**src/rtl/gsensor_access_sequencer.sv**
```systemverilog
// gsensor_access_sequencer
// Sequences every register access to the DE0-Nano accelerometer: plays the
// fixed configuration table once after reset (or on re-init / timeout), then
// polls DATAX0/DATAX1 every POLL_DIV cycles and publishes a 10-bit X sample.
// All SPI command outputs are registered, so GO appears one cycle after the
// FSM sits in an ISSUE state; that GO cycle is the first cycle of the WAIT.
module gsensor_access_sequencer #(
    parameter int POLL_DIV = 800000,
    parameter int TIMEOUT  = 4096
) (
    input  logic       iRSTN,
    input  logic       iCLK,
    input  logic       iREINIT,
    output logic       oSPI_GO,
    output logic       oSPI_RW,
    output logic [5:0] oSPI_ADDR,
    output logic [7:0] oSPI_WDATA,
    input  logic       iSPI_DONE,
    input  logic [7:0] iSPI_RDATA,
    output logic [9:0] oDIG,
    output logic       oDIG_VALID,
    output logic       oCFG_DONE,
    output logic       oERR
);

    localparam logic [23:0] PCNT_LAST = 24'(POLL_DIV - 1);
    localparam logic [15:0] WCNT_LAST = 16'(TIMEOUT - 1);
    localparam logic [3:0]  TBL_LAST  = 4'd10;
    localparam logic [5:0]  ADDR_X0   = 6'h32;
    localparam logic [5:0]  ADDR_X1   = 6'h33;

    typedef enum logic [2:0] {
        INIT_ISSUE,
        INIT_WAIT,
        POLL_WAIT,
        RD_LO_ISSUE,
        RD_LO_WAIT,
        RD_HI_ISSUE,
        RD_HI_WAIT
    } state_t;

    state_t      r_state, w_state_nxt;
    logic [3:0]  r_idx,   w_idx_nxt;
    logic [23:0] r_pcnt,  w_pcnt_nxt;
    logic [15:0] r_wcnt,  w_wcnt_nxt;
    logic        r_pend,  w_pend_nxt;
    logic [7:0]  r_lo,    w_lo_nxt;
    logic        r_go,    w_go_nxt;
    logic        r_rw,    w_rw_nxt;
    logic [5:0]  r_addr,  w_addr_nxt;
    logic [7:0]  r_wdata, w_wdata_nxt;
    logic [9:0]  r_dig,   w_dig_nxt;
    logic        r_valid, w_valid_nxt;
    logic        r_cfg,   w_cfg_nxt;
    logic        r_err,   w_err_nxt;

    logic [5:0]  w_tbl_addr;
    logic [7:0]  w_tbl_data;
    logic        w_done_ok;
    logic        w_wait_expired;
    logic        w_timeout;

    // A DONE coinciding with our own GO cannot belong to this command.
    assign w_done_ok      = iSPI_DONE & ~r_go;
    assign w_wait_expired = (r_wcnt == WCNT_LAST);

    assign oSPI_GO    = r_go;
    assign oSPI_RW    = r_rw;
    assign oSPI_ADDR  = r_addr;
    assign oSPI_WDATA = r_wdata;
    assign oDIG       = r_dig;
    assign oDIG_VALID = r_valid;
    assign oCFG_DONE  = r_cfg;
    assign oERR       = r_err;

    // Configuration ROM; POWER_CTL goes last so measurement starts fully set up.
    always_comb begin
        w_tbl_addr = 6'h00;
        w_tbl_data = 8'h00;
        case (r_idx)
            4'd0:    begin w_tbl_addr = 6'h24; w_tbl_data = 8'h20; end
            4'd1:    begin w_tbl_addr = 6'h25; w_tbl_data = 8'h03; end
            4'd2:    begin w_tbl_addr = 6'h26; w_tbl_data = 8'h01; end
            4'd3:    begin w_tbl_addr = 6'h27; w_tbl_data = 8'h7F; end
            4'd4:    begin w_tbl_addr = 6'h28; w_tbl_data = 8'h09; end
            4'd5:    begin w_tbl_addr = 6'h29; w_tbl_data = 8'h46; end
            4'd6:    begin w_tbl_addr = 6'h2C; w_tbl_data = 8'h09; end
            4'd7:    begin w_tbl_addr = 6'h2E; w_tbl_data = 8'h10; end
            4'd8:    begin w_tbl_addr = 6'h2F; w_tbl_data = 8'h10; end
            4'd9:    begin w_tbl_addr = 6'h31; w_tbl_data = 8'h40; end
            4'd10:   begin w_tbl_addr = 6'h2D; w_tbl_data = 8'h08; end
            default: begin w_tbl_addr = 6'h00; w_tbl_data = 8'h00; end
        endcase
    end

    // Next-state and next-output logic for the whole sequencer.
    always_comb begin
        w_state_nxt = r_state;
        w_idx_nxt   = r_idx;
        w_pcnt_nxt  = r_pcnt;
        w_wcnt_nxt  = r_wcnt;
        w_pend_nxt  = r_pend | iREINIT;
        w_lo_nxt    = r_lo;
        w_go_nxt    = 1'b0;
        w_rw_nxt    = r_rw;
        w_addr_nxt  = r_addr;
        w_wdata_nxt = r_wdata;
        w_dig_nxt   = r_dig;
        w_valid_nxt = 1'b0;
        w_cfg_nxt   = r_cfg;
        w_err_nxt   = r_err;
        w_timeout   = 1'b0;

        case (r_state)
            INIT_ISSUE: begin
                w_go_nxt    = 1'b1;
                w_rw_nxt    = 1'b0;
                w_addr_nxt  = w_tbl_addr;
                w_wdata_nxt = w_tbl_data;
                w_wcnt_nxt  = '0;
                w_state_nxt = INIT_WAIT;
            end
            INIT_WAIT: begin
                if (w_done_ok) begin
                    if (r_idx == TBL_LAST) begin
                        // A re-init request seen during the table is satisfied by it.
                        w_cfg_nxt   = 1'b1;
                        w_pcnt_nxt  = '0;
                        w_pend_nxt  = iREINIT;
                        w_state_nxt = POLL_WAIT;
                    end else begin
                        w_idx_nxt   = r_idx + 4'd1;
                        w_state_nxt = INIT_ISSUE;
                    end
                end else if (w_wait_expired) begin
                    w_timeout = 1'b1;
                end else begin
                    w_wcnt_nxt = r_wcnt + 16'd1;
                end
            end
            POLL_WAIT: begin
                if (r_pcnt == PCNT_LAST) begin
                    w_pcnt_nxt = '0;
                    if (r_pend) begin
                        w_idx_nxt   = '0;
                        w_cfg_nxt   = 1'b0;
                        w_pend_nxt  = iREINIT;
                        w_state_nxt = INIT_ISSUE;
                    end else begin
                        w_state_nxt = RD_LO_ISSUE;
                    end
                end else begin
                    w_pcnt_nxt = r_pcnt + 24'd1;
                end
            end
            RD_LO_ISSUE: begin
                w_go_nxt    = 1'b1;
                w_rw_nxt    = 1'b1;
                w_addr_nxt  = ADDR_X0;
                w_wcnt_nxt  = '0;
                w_state_nxt = RD_LO_WAIT;
            end
            RD_LO_WAIT: begin
                if (w_done_ok) begin
                    w_lo_nxt    = iSPI_RDATA;
                    w_state_nxt = RD_HI_ISSUE;
                end else if (w_wait_expired) begin
                    w_timeout = 1'b1;
                end else begin
                    w_wcnt_nxt = r_wcnt + 16'd1;
                end
            end
            RD_HI_ISSUE: begin
                w_go_nxt    = 1'b1;
                w_rw_nxt    = 1'b1;
                w_addr_nxt  = ADDR_X1;
                w_wcnt_nxt  = '0;
                w_state_nxt = RD_HI_WAIT;
            end
            RD_HI_WAIT: begin
                if (w_done_ok) begin
                    w_dig_nxt   = {iSPI_RDATA[1:0], r_lo};
                    w_valid_nxt = 1'b1;
                    w_pcnt_nxt  = '0;
                    w_state_nxt = POLL_WAIT;
                end else if (w_wait_expired) begin
                    w_timeout = 1'b1;
                end else begin
                    w_wcnt_nxt = r_wcnt + 16'd1;
                end
            end
            default: begin
                w_idx_nxt   = '0;
                w_state_nxt = INIT_ISSUE;
            end
        endcase

        // A silent engine forces a full replay; the last sample stays published.
        if (w_timeout) begin
            w_err_nxt   = 1'b1;
            w_cfg_nxt   = 1'b0;
            w_idx_nxt   = '0;
            w_state_nxt = INIT_ISSUE;
        end
    end

    // State and output registers; reset aborts any transaction in flight.
    always_ff @(posedge iCLK or negedge iRSTN) begin
        if (!iRSTN) begin
            r_state <= INIT_ISSUE;
            r_idx   <= '0;
            r_pcnt  <= '0;
            r_wcnt  <= '0;
            r_pend  <= 1'b0;
            r_lo    <= '0;
            r_go    <= 1'b0;
            r_rw    <= 1'b0;
            r_addr  <= '0;
            r_wdata <= '0;
            r_dig   <= '0;
            r_valid <= 1'b0;
            r_cfg   <= 1'b0;
            r_err   <= 1'b0;
        end else begin
            r_state <= w_state_nxt;
            r_idx   <= w_idx_nxt;
            r_pcnt  <= w_pcnt_nxt;
            r_wcnt  <= w_wcnt_nxt;
            r_pend  <= w_pend_nxt;
            r_lo    <= w_lo_nxt;
            r_go    <= w_go_nxt;
            r_rw    <= w_rw_nxt;
            r_addr  <= w_addr_nxt;
            r_wdata <= w_wdata_nxt;
            r_dig   <= w_dig_nxt;
            r_valid <= w_valid_nxt;
            r_cfg   <= w_cfg_nxt;
            r_err   <= w_err_nxt;
        end
    end

endmodule
```
**config.mk**
```make
export PLATFORM = sky130hd
export DESIGN_NAME = gsensor_access_sequencer
export DESIGN_NICKNAME = d
export VERILOG_FILES = /design/src/rtl/gsensor_access_sequencer.sv
export SDC_FILE = /design/constraint.sdc
export NUM_CORES = 1
export LEC_CHECK = 0
export CAP_MARGIN = 15
export CORE_MARGIN = 3
export CORE_UTILIZATION = 30
export CTS_CLUSTER_DIAMETER = 30
export DETAILED_ROUTE_END_ITERATION = 10
export GPL_TIMING_DRIVEN = 0
export SYNTH_ARGS = -nofsm -noshare
export SYNTH_HDL_FRONTEND = slang
export SYNTH_SLANG_ARGS = --single-unit
```
**constraint.sdc**
```tcl
create_clock -name iCLK -period 5.07 [get_ports iCLK]
set_input_delay 0.7605 -clock iCLK [delete_from_list [all_inputs] [get_ports iCLK]]
set_output_delay 0.7605 -clock iCLK [all_outputs]
set_load 0.01 [all_outputs]
```
==> results of run 1 <==
## area by class of cell
cell class	instances	area share, %
Clock inverter	6	1.390
Clock buffer	9	4.312
Buffer	19	1.557
Sequential cell	84	40.25
Inverter	14	1.006
Tap cell	180	4.312
Timing Repair Buffer	40	7.954
Multi-Input combinational cell	318	39.22
## sequential cells by signal, indices dropped and copies added (netlist names), 3 cells and up
register / flops
r_pcnt: 24
oSPI_WDATA: 7
r_state: 3
r_lo: 8
r_wcnt: 16
oSPI_ADDR: 6
r_idx: 4
oDIG: 10
## stage by stage
step           setup slack [ns]  hold WS, ns  area, um2  total power [mW]
3_3_place_gp             0.1790       0.4528       4900             1.882
2_1_floorplan             2.745       0.4479       4284             1.578
5_1_grt                   2.115       0.2705       5223             2.752
6_report                  2.316       0.2699       5223             2.565
3_5_place_dp              1.961       0.4576       4925             1.911
4_1_cts                   2.345       0.2597       5223             2.591
## cells by family after synthesis
group	synth area share (%)
AND/OR/NAND/NOR	22.46
AO/OA/AOI/OAI	12.70
flip-flops	49.07
buffers and inverters	3.125
multiplexers	7.360
XOR/XNOR	2.862
adder cells (fa/ha/maj)	2.337
other	0.08753
## report_power, final
group	internal [mW]	switching, mW	total (mW)
sequential	0.827	0.141	0.968
clock	0.384	0.278	0.662
combinational	0.393	0.543	0.935
total	1.60	0.961	2.56
## critical path: cells and delay by family
kind | cells | cell delay (ns)
buffers and inverters | 2 | 0.91
AO/OA/AOI/OAI | 1 | 0.47
AND/OR/NAND/NOR | 3 | 0.85
## synth_stat cells, types with 3 or more instances
cell type / instances
and4bb_2: 3
a21o_1: 3
dfrtp_1: 84
nor3_1: 11
nand2_1: 43
o31ai_1: 3
a22o_1: 4
xnor2_1: 5
clkbuf_1: 13
ha_1: 8
nor2b_1: 5
mux2i_1: 9
nand2b_1: 8
o21ai_0: 23
or3_1: 7
a21oi_1: 23
nor2_1: 38
xor2_1: 9
nand3_1: 19
nor4_1: 4
and2_1: 3
a211oi_1: 3
and3_1: 8
nand4_1: 15
inv_1: 14
mux2_2: 20
a31oi_1: 9
## worst paths after layout
| kind | startpoint | endpoint | slack (ns) | depth (start not counted) |
|---|---|---|---|---|
| max | iSPI_DONE | r_pcnt[15] | 2.32 | 6 |
| min | iRSTN | r_wcnt[5] | 0.27 | 1 |
| max reg2reg | r_pcnt[0] | r_pcnt[15] | 2.44 | 7 |
| min reg2reg | oERR | oERR | 0.46 | 1 |
| max in group asynchronous | iRSTN | r_idx[3] | 4.19 | 2 |
| min in group iCLK | oERR | oERR | 0.46 | 1 |
## routing by layer
layer / share of wire [%] / wire length (um)
met1: 48 / 4677
met2: 47 / 4628
met3: 3.9 / 379
met4: 0.95 / 93
met5: 0 / 0
## cell usage in the layout (no fill, tap or decap), types with 7 or more instances in the layout
master / instances
or3_1: 7
and3_1: 8
nor2_1: 38
o21ai_0: 23
ha_1: 8
nand2b_1: 8
clkdlybuf4s50_1: 38
xor2_1: 9
inv_1: 14
mux2i_1: 9
clkbuf_1: 13
a31oi_1: 9
a21oi_1: 23
nand4_1: 15
clkbuf_16: 9
dfrtp_1: 84
nor3_1: 11
nand3_1: 19
mux2_2: 20
nand2_1: 43
==> summary.txt, run 1 <==
Outcome
  – Status: completed

Route
  – Remaining DRCs: 0
  – Iter 0 DRT Violations: between 200 and 250
  – Routed wire length: a little under 10000 um
  – DR WL/cell: between 10 and 15 um
  – Detail Route Antenna Nets: 0
  – 1st-pass router iterations: 4
  – Via Count: 3415
  – Post-DR vias/cell: 5.097

Timing
  – Worst Clk Skew: 0.006766 ns
  – Measured slew at the worst slew-check pin: 0.7742 ns
  – Max Fclk: 0.3632 GHz
  – Period utilisation layout: 54.31%
  – Setup TNS: 0 ns
  – Final Hold Fails: 0
  – Unrepaired setup endpoints after global routing: no
  – Endpoints failing setup: 0
  – Slew headroom: around 48%
  – Slew Limit Fails: 0
  – Post-layout min period: 2.754 ns

Logic synthesis
  – Post-synth EDFFs: 0
  – Syn Area/Cell: 9.849 um2
  – Cell Area, Synth: 4284 um2
  – Top cells by area, synth: dfrtp_1, mux2_2, nand2_1
  – #FFs+latches synth: 84
  – Ys flop type: dfrtp_1
  – Cell taking the most area after synthesis: dfrtp_1
  – Syn Inst Count: 435
  – Syn nets: 455
  – Synth top area share: 49.07%
  – Yosys cell types: 57
  – Sequential area share after synthesis: between 40 and 50%
  – Async SR Flop Fraction: 100.0%
  – Ys Warns: 0

Die
  – Core area: about 14000 um2
  – Die X: 125.5 um
  – I/O pin count: 41
  – Die Y: ~130 um
  – Total Die Area: 15750 um2
  – Initial core utilization: 30.74%
  – Std cell rows: 43

GRT
  – GRT Util Overall: 12.80%
  – Gr busiest metal: met2
  – First-pass GRT wire length: around 17000 um
  – Vias in the first global route: about 3400
  – GR Layer Usage met1: 16.73%
  – Remaining Overflow, GRT: 0
  – Initial antenna violation count: 0
  – GR Util met2: 20.11%
  – Largest net degree at the start of global routing: between 70 and 80
  – Met3 GRT Util: approximately 3.8%

Power
  – Leakage: 2.200 nW
  – VDD IR max: between 150 and 200 uV
  – Pwr Density: roughly 500 nW/um2

Setup path
  – CP Launch Type: primary input
  – Crit end category: flip-flop
  – Crit path DAT: approximately 3 ns
  – Critical path required time: 5.32 ns
  – WS Path Type: in -> reg
  – Max stage delay cell, worst path: clkdlybuf4s50_1
  – Critical Path Fanout Max: 10
  – Crit-path cells: clkdlybuf4s50_1 -> and4bb_2 -> a211oi_2 -> clkbuf_1 -> nor2_1 -> nor3_1
  – Slowest cell delay on critical path: 0.50 ns

Layout
  – Post-Layout Cell Count: 670
  – Util after Layout: 37.48%
  – Fillers: 1401
  – Share of cells above drive strength 1: 10.82%
  – Area Overhead vs Synth: 21.90%
  – NumNets Final: 506
  – Storage element area: about 2100 um2
  – Area of the multi-input gates: 2048 um2
  – Diodes inserted: 0

CTS
  – Clock latency on the worst-skew pair: 0.34 ns
  – Cts repair resizes: 0
  – CTS H-tree lvls: 3
  – Clock transition at path regs: 0.06 ns
  – CTS Root Cell: clkbuf_16
  – Clock Tree Buf Depth: 2
  – Post-CTS Setup Inserts: 0
  – CTS sink cnt: 84
  – TritonCTS Buffers: 9
  – CTS tree: done
  – Hold bufs inserted after CTS: 0

Min path
  – Hold/Removal Path Class: in -> async

Flow run
  – Max-Cap Viols: 0

Placed design
  – GPL Wtd Cong: 0.8141
  – Cells after DPL: about 660
  – Port bufs: 39
  – DP HPWL: 6947 um
No activity file was read; power rests on OpenSTA's default activity.
==> run 2: changes to the inputs <==
- clock period: 5.07 -> 2.8 ns (I/O delays scaled with it)
==> summary.txt, run 2 (synthesis gave the netlist of run 1 again) <==
Placed design
  – Cells after DPL: 655 (unchanged)
  – DP HPWL: 6947 um (unchanged)
  – Port bufs: 39 (unchanged)
  – GPL Wtd Cong: 0.8141 (unchanged)

Min path
  – Hold Crit Depth: 1
  – Hold/Removal Path Class: reg -> reg
  – Hold Path Origin: oERR
  – Worst hold endpoint: oERR

Setup path
  – Most frequent CP cell: or4_4
  – Critical Path Fanout Max: 6 (-4)
  – Crit Reg-Reg Endpoint: r_pcnt[21]
  – Family with the most delay on the worst path: simple AND/OR/NAND/NOR gates
  – Crit path DAT: 2.86 ns (-0.14 ns)
  – Crit end category: flip-flop
  – CP Buf/Inv Count: 1 (-1)
  – Worst R2R Setup Slack: 0.21 ns (-2.23 ns)
  – Max stage delay cell, worst path: or4_4
  – R2R Path Start: r_idx[0]
  – WS Path Type: reg -> reg
  – Slowest cell delay on critical path: 0.59 ns (+0.09 ns)
  – Critical path required time: 3.07 ns (-2.25 ns)
  – Crit-path cells: inv_1 -> ha_1 -> and4bb_2 -> a211oi_2 -> or4_4 -> or4_4 -> a21oi_2
  – CP Launch Type: flip-flop
  – Depth of the worst register-to-register path: 7 (unchanged)

Layout
  – Area Overhead vs Synth: 22.20%
  – Fillers: 1400 (-0.071%)
  – Post-Layout Cell Count: 671 (+0.15%)
  – Share of cells above drive strength 1: 11.00% (+0.18 points)
  – Storage element area: 2102 um2 (unchanged)
  – Area of the multi-input gates: 2051 um2 (+0.12%)
  – Commonest non-fill, non-tap cells in the layout: dfrtp_1, nand2_1, clkdlybuf4s50_1, nor2_1
  – NumNets Final: 507 (+0.20%)
  – Most common cell after layout, fill and taps aside: dfrtp_1
  – Top reg by flops: r_pcnt
  – Diodes inserted: 0 (unchanged)
  – Largest register FFs: 24 (unchanged)

Route
  – Detail Route Antenna Nets: 0 (unchanged)
  – Post-DR vias/cell: 5.100 (about the same)
  – Iter 0 DRT Violations: 249 (+7.8%)
  – Remaining DRCs: 0 (unchanged)
  – Via Count: 3422 (+0.20%)
  – 1st-pass router iterations: 4 (unchanged)
  – Routed wire length: 9795 um (+0.16%)
  – DR WL/cell: 14.60 um (about the same)

Timing
  – Worst Clk Skew: 0.009433 ns (+0.002667 ns)
  – Setup TNS: 0 ns (unchanged)
  – Fin Hold WS: 0.4647 ns (+0.1948 ns)
  – Slew Limit Fails: 0 (unchanged)
  – Period utilisation layout: 92.35%
  – Max Fclk: 0.3867 GHz
  – Measured slew at the worst slew-check pin: 0.6312 ns (-0.1430 ns)
  – Unrepaired setup endpoints after global routing: no
  – Endpoints failing setup: 0 (unchanged)
  – Final Hold Fails: 0 (unchanged)
  – Slew headroom: 57.73% (+9.5 points)
  – Post-layout min period: 2.586 ns

Power
  – Clock power share: 25.8% (about the same)
  – Sw frac: 37.46% (about the same)
  – Psw: 1.741 mW (+81%)
  – Comb pwr share: 36.5% (about the same)
  – Leakage: 2.203 nW (+0.17%)
  – Pwr Density: 887.8 nW/um2 (+81%)
  – Internal power: 2.906 mW (+81%)
  – VDD IR max: 299.8 uV (+81%)
  – Sequential power share: 37.7% (about the same)

CTS
  – CTS H-tree lvls: 3 (unchanged)
  – CTS tree: done
  – Clock Tree Buf Depth: 2 (unchanged)
  – CTS sink cnt: 84 (unchanged)
  – TritonCTS Buffers: 9 (unchanged)
  – Clock latency on the worst-skew pair: 0.34 ns (about the same)
  – Post-CTS Setup Inserts: 0 (unchanged)
  – CTS Root Cell: clkbuf_16
  – Clock transition at path regs: 0.06 ns (about the same)

Die
  – Total Die Area: 15750 um2 (unchanged)
  – Core area: 13930 um2 (unchanged)
  – Die X: 125.5 um (unchanged)
  – Initial core utilization: 30.74% (unchanged)
  – Std cell rows: 43 (unchanged)
  – Die Y: 125.5 um (unchanged)
  – I/O pin count: 41 (unchanged)

Outcome
  – Status: completed

GRT
  – First-pass GRT wire length: 16660 um (unchanged)
  – Vias in the first global route: 3410 (unchanged)
  – Remaining Overflow, GRT: 0 (unchanged)
  – Largest net degree at the start of global routing: 72 (unchanged)
  – Initial antenna violation count: 0 (unchanged)
  – GRT Util Overall: 12.80% (unchanged)

Flow run
  – Max-Cap Viols: 0 (unchanged)
-- run 2: final cells by class --
cell class                      instances  area share [%]
Inverter                               14           1.004
Tap cell                              180           4.302
Multi-Input combinational cell        318           39.17
Buffer                                 19           1.554
Timing Repair Buffer                   41           8.126
Clock buffer                            9           4.302
Clock inverter                          6           1.386
Sequential cell                        84           40.15
-- run 2: worst register-to-register path, cell delays in order, from the launching register on --
cell      delay [ns]
dfrtp_1         0.45
inv_1           0.17
ha_1            0.26
and4bb_2        0.27
a211oi_2        0.13
or4_4           0.59
or4_4           0.50
a21oi_2         0.15
-- run 2: power by group through the flow --
stage          clock (mW)  sequential, mW  combinational [mW]
3_3_place_gp            0            1.76                1.64
6_report             1.20            1.75                1.70
2_1_floorplan           0            1.75                1.11
3_5_place_dp            0            1.77                1.69
4_1_cts              1.25            1.75                1.70
5_1_grt              1.30            1.80                1.88
-- run 2: routing by layer --
metal	GRT usage [%]	share of wire, %	vias to the layer above
li1	-	-	1674
met1	16.76	47	1663
met2	20.11	47	77
met3	3.716	4.9	8
met4	4.783	0.85	0
met5	0	0	-
-- run 2: worst max-delay path by stage --
stage | start | to | slack, ns | depth (start not counted)
global route | r_idx[0] | r_pcnt[15] | 0.004 | 7
global placement | iRSTN | r_pcnt[13] | -1.75 | 1
floorplan | r_idx[0] | r_pcnt[21] | 0.50 | 7
finish | r_idx[0] | r_pcnt[21] | 0.21 | 7
CTS | r_idx[0] | r_pcnt[15] | 0.17 | 7
detailed placement | iSPI_DONE | oDIG[7] | 0.03 | 5
-- run 2: what timing repair did --
item,4_1_cts,5_1_grt
gates resized for setup,0,1
endpoints found under the hold margin,13,0
endpoints found under the setup margin,0,10
hold buffers,1,0
-- run 2: metrics by stage --
stage / power, mW / util [%] / area [um2] / setup WS, ns
global placement: 3.408 / 35.16 / 4900 / -1.750
floorplan: 2.857 / - / 4284 / 0.5030
finish: 4.648 / 37.57 / 5235 / 0.2143
CTS: 4.693 / 37.55 / 5233 / 0.1685
detailed placement: 3.460 / 35.34 / 4925 / 0.03191
global route: 4.987 / 37.57 / 5235 / 0.003918
